===== src/rtl/ram_nxm.sv =====
// Flop-based WIDTH x DEPTH synchronous RAM with a registered read port and a
// sequential fill engine that sweeps every word to all-zeros or all-ones.
module ram_nxm #(
    parameter  int WIDTH = 4,
    parameter  int DEPTH = 8,
    localparam int AW    = $clog2(DEPTH)
) (
    input  logic             clk,
    input  logic             clear_n,
    input  logic             we,
    input  logic             re,
    input  logic [AW-1:0]    addr,
    input  logic [WIDTH-1:0] din,
    input  logic             fill_req,
    input  logic             fill_val,
    output logic [WIDTH-1:0] dout,
    output logic             valid,
    output logic             busy
);

    typedef enum logic {
        S_IDLE,
        S_FILL
    } state_t;

    state_t           r_state;
    state_t           w_state_next;
    logic [WIDTH-1:0] r_mem [DEPTH];
    logic [AW-1:0]    r_cnt;
    logic             r_pat;
    logic             r_busy;
    logic             r_valid;
    logic [WIDTH-1:0] r_dout;

    logic             w_last;
    logic             w_wr_en;
    logic [AW-1:0]    w_wr_addr;
    logic [WIDTH-1:0] w_wr_data;
    logic [WIDTH-1:0] w_rd_word;

    assign w_last = (r_cnt == AW'(DEPTH - 1));

    // Next state plus the single write port, shared by host writes and the sweep.
    always_comb begin
        w_state_next = r_state;
        w_wr_en      = 1'b0;
        w_wr_addr    = addr;
        w_wr_data    = din;
        case (r_state)
            S_IDLE: begin
                w_wr_en = we;
                if (fill_req) begin
                    w_state_next = S_FILL;
                end
            end
            S_FILL: begin
                w_wr_en   = 1'b1;
                w_wr_addr = r_cnt;
                w_wr_data = {WIDTH{r_pat}};
                if (w_last) begin
                    w_state_next = S_IDLE;
                end
            end
            default: w_state_next = S_IDLE;
        endcase
    end

    // Addresses past DEPTH-1 match no word, so they read as zero.
    always_comb begin
        w_rd_word = '0;
        for (int i = 0; i < DEPTH; i++) begin
            if (addr == AW'(i)) begin
                w_rd_word = r_mem[i];
            end
        end
    end

    // Out-of-range write addresses match no word and are silently dropped.
    always_ff @(posedge clk or negedge clear_n) begin
        if (!clear_n) begin
            for (int i = 0; i < DEPTH; i++) begin
                r_mem[i] <= '0;
            end
        end else if (w_wr_en) begin
            for (int i = 0; i < DEPTH; i++) begin
                if (w_wr_addr == AW'(i)) begin
                    r_mem[i] <= w_wr_data;
                end
            end
        end
    end

    always_ff @(posedge clk or negedge clear_n) begin
        if (!clear_n) begin
            r_state <= S_IDLE;
            r_cnt   <= '0;
            r_pat   <= 1'b0;
            r_busy  <= 1'b0;
            r_valid <= 1'b0;
            r_dout  <= '0;
        end else begin
            r_state <= w_state_next;
            case (r_state)
                S_IDLE: begin
                    r_valid <= re;
                    if (re) begin
                        r_dout <= w_rd_word;
                    end
                    if (fill_req) begin
                        r_pat  <= fill_val;
                        r_cnt  <= '0;
                        r_busy <= 1'b1;
                    end
                end
                S_FILL: begin
                    r_valid <= 1'b0;
                    // Counter parks on the last word rather than wrapping.
                    if (w_last) begin
                        r_busy <= 1'b0;
                    end else begin
                        r_cnt <= r_cnt + AW'(1);
                    end
                end
                default: r_valid <= 1'b0;
            endcase
        end
    end

    assign dout  = r_dout;
    assign valid = r_valid;
    assign busy  = r_busy;

endmodule

===== config.mk =====
export PLATFORM = sky130hd
export DESIGN_NAME = ram_nxm
export DESIGN_NICKNAME = d
export VERILOG_FILES = /design/src/rtl/ram_nxm.sv
export SDC_FILE = /design/constraint.sdc
export NUM_CORES = 1
export LEC_CHECK = 0
export ABC_CLOCK_PERIOD_IN_PS = 2000
export CORE_ASPECT_RATIO = 1.5
export CORE_MARGIN = 4
export CORE_UTILIZATION = 50
export DETAILED_ROUTE_END_ITERATION = 10
export PLACE_DENSITY = 0.78
export SYNTH_ARGS = -nofsm -noshare
export SYNTH_HDL_FRONTEND = slang
export SYNTH_SLANG_ARGS = --single-unit

===== constraint.sdc =====
create_clock -name clk -period 2 [get_ports clk]
set_input_delay 0.4 -clock clk [delete_from_list [all_inputs] [get_ports clk]]
set_output_delay 0.4 -clock clk [all_outputs]
set_load 0.05 [all_outputs]

==> out/qor.txt <==
CTS max path bufs: 2
# setup viols final: 0
Final Critical Period: 1887 ps
Routed Antenna Nets: 0
Tot GR Track Use: 17.96%
Sequential Power Share: 38.6%
combinational share of power: 48.8%
max_slew headroom: 65.43%
Yosys top cell by area: dfrtp_1
Antenna diodes: 0
CP arrival: 1490 ps
CP max FO: 3
Clk network pwr share: 12.6%
worst vdd ir: 0.6392 mV
Num CTS Buffers: 5
die area: 0.005774 sq mm
Largest delay share family, worst path: buffers and inverters
total gr overflow: 0
DIE HEIGHT: 91.09 um
setup ws final: 113.0 ps
Post-Synthesis Cells: 187
CTS tree: built
Place WS: -26.89 ps
Critical Path Sink Type: output port
post-synthesis cell type count: 41
Clock Skew: 9.912 ps
CTS resizes: 0
register bit count reported by yosys: 43
DR pass1 iterations: 3
final hold violation count: 0
Sw Ratio: 37.74%
run status: complete, no violations
Reg-to-Reg Start: r_state$_DFF_PN0_
I/O pin cnt: 19
RSZ-0062 raised after global routing: no
die span in x: 63.39 um
largest net degree at the start of global routing: 44
DR iter-0 viols: 122
Main synth FF type: dfrtp_1
Layout area overhead: 16.26%
syn_nets: 202
sequential share of the synthesized area: 46.76%
antenna violations before repair: 0
crit path kind: flop to output port
CP peak stage delay: 820 ps
Slew Viols, Final: 0
Cell Rows: 30
layout cell share with drive strength beyond 1: 28.64%
Synth Cell Area: 0.002301 sq mm
CP bufs+invs: 1
number of global-route vias before repair: 1,569
Power per Cell Area: 1561 mW/mm^2
measured slew at the worst slew-check pin: 518.6 ps
Layout Nets: 234
Clk pin slew, worst setup/hold paths: 80 ps
Post-CTS Hold Buffers: 0
CP max stage cell: clkdlybuf4s50_1
Static Leak: 1.189 nW
synth top area cells: dfrtp_1 47%, mux2_4 13%, mux2_1 3.9%
Worst EP required: 1600 ps
RePlAce Congestion: 0.7796
Synth Warn #: 0
DRC: 0
final period utilization: 94.35%
H-tree levels: 2
mean number of vias per cell: 5.642
post-synthesis async set-or-reset flop share: 100.0%
Post-DP HPWL: 3.474 mm
critical path startpoint category: flop
top cell type's share of synthesized area: 46.76%
clk_lat worst skew: 290 ps
CORE AREA: 0.004504 sq mm
Post-synth EDFFs: 0
I/O Buffers: 18
Worst Setup SP: busy$_DFFE_PN0P_
Via Count: 1,512
drt wl/cell: 17.18 um
Cell Int Power: 2.601 mW
CP cell instances: clkdlybuf4s50_1
f_max: 529.9 MHz
Net Switching: 1.576 mW
mean post-synth cell area: 12.30 sq um
min-delay worst type: input port to async pin
Clock Sink Count: 43
total of max-cap violations: 0
Starting Density: 51.08%
# Post-CTS Setup Buffers: 0
first-pass GRT wire length: 8.024 mm
Root Driver: clkbuf_8
Fin Setup TNS: 0 ps
Routed WL: 4.603 mm
## metal layers
metal,GRT usage (%),vias to the layer above,wire (um)
li1,-,735,-
met1,21.12,742,1843
met2,30.69,22,2472
met3,3.218,13,107
met4,9.369,0,180
met5,0,-,0
## cell families after synthesis
family / after synthesis / synth area share [%]
simple gates: 38 / 10.17
buf+inv: 19 / 4.350
mux: 42 / 23.44
fa+ha+maj: 2 / 1.087
flops: 43 / 46.76
xor+xnor: 1 / 0.3807
compound gates: 42 / 13.81
## cells in the final DEF, fill, tap and decap left out, types with 8 or more instances in the layout
| master | n |
|---|---|
| mux2_1 | 8 |
| dfrtp_1 | 43 |
| mux2_4 | 20 |
| clkdlybuf4s50_1 | 17 |
| o22ai_1 | 8 |
| buf_4 | 15 |
| inv_1 | 11 |
## power groups by stage
stage | Clock (mW) | Combinational, mW | Sequential, mW
after floorplan | 0 | 1.47 | 1.66
after global placement | 0 | 1.98 | 1.61
after detailed placement | 0 | 2.04 | 1.63
after CTS | 0.544 | 2.05 | 1.61
after global routing | 0.589 | 2.21 | 1.67
final | 0.528 | 2.04 | 1.61
## cells in the mapped netlist, types with 2 or more instances
cell type and count:
o22a_1 4, and3b_1 2, nand2_1 6, o22ai_1 8
nor2_4 4, buf_2 5, mux2_1 8, o21ai_1 2
mux2_4 20, mux2i_1 7, dfrtp_1 43, nand2b_1 5
nand2_2 3, nor2_1 7, mux2_2 7, inv_1 11
a31oi_1 3, o2bb2ai_1 2, a21oi_1 4, buf_6 3
o21ai_2 2, nor2b_1 5, o21ai_0 7, ha_1 2
## sequential cells by signal, indices dropped and copies added (netlist names)
signal and cells:
r_mem 32, dout 4, r_cnt 3, busy 1, r_pat 1, r_state 1, valid 1
## per-stage QoR
step                      area (sq um)  utilization, %  total power, mW  instances  hold WS [ps]
final                             2675           59.39            4.177        268         159.7
after CTS                         2675           59.39            4.208        268         183.9
after floorplan                   2301               -            3.135        187         104.4
after global routing              2675           59.39            4.471        268         201.8
after detailed placement          2590           57.50            3.671        260         486.7
after global placement            2590           57.50            3.589        260         475.9
## final cells by class
| type | instances | area [sq um] |
|---|---|---|
| Tap cell | 48 | 60.06 |
| Fill cell | 369 | 1829 |
| Clock buffer | 6 | 72.57 |
| Timing Repair Buffer | 33 | 287.8 |
| Clock inverter | 2 | 12.51 |
| Sequential cell | 43 | 1076 |
| Multi-Input combinational cell | 125 | 1125 |
| Inverter | 11 | 41.29 |
## final timing paths
path                                    endpoint  slack [ps]  depth (start not counted)
min in group clk           r_mem[28]$_DFFE_PN0P_         500                          1
max in group asynchronous  r_mem[20]$_DFFE_PN0P_        1480                          2
max                                         busy         110                          1
max reg2reg                r_mem[17]$_DFFE_PN0P_         280                          4
min reg2reg                r_mem[28]$_DFFE_PN0P_         500                          1
min                        r_mem[24]$_DFFE_PN0P_         160                          2
Note: power is estimated with default switching activity, not from simulation.
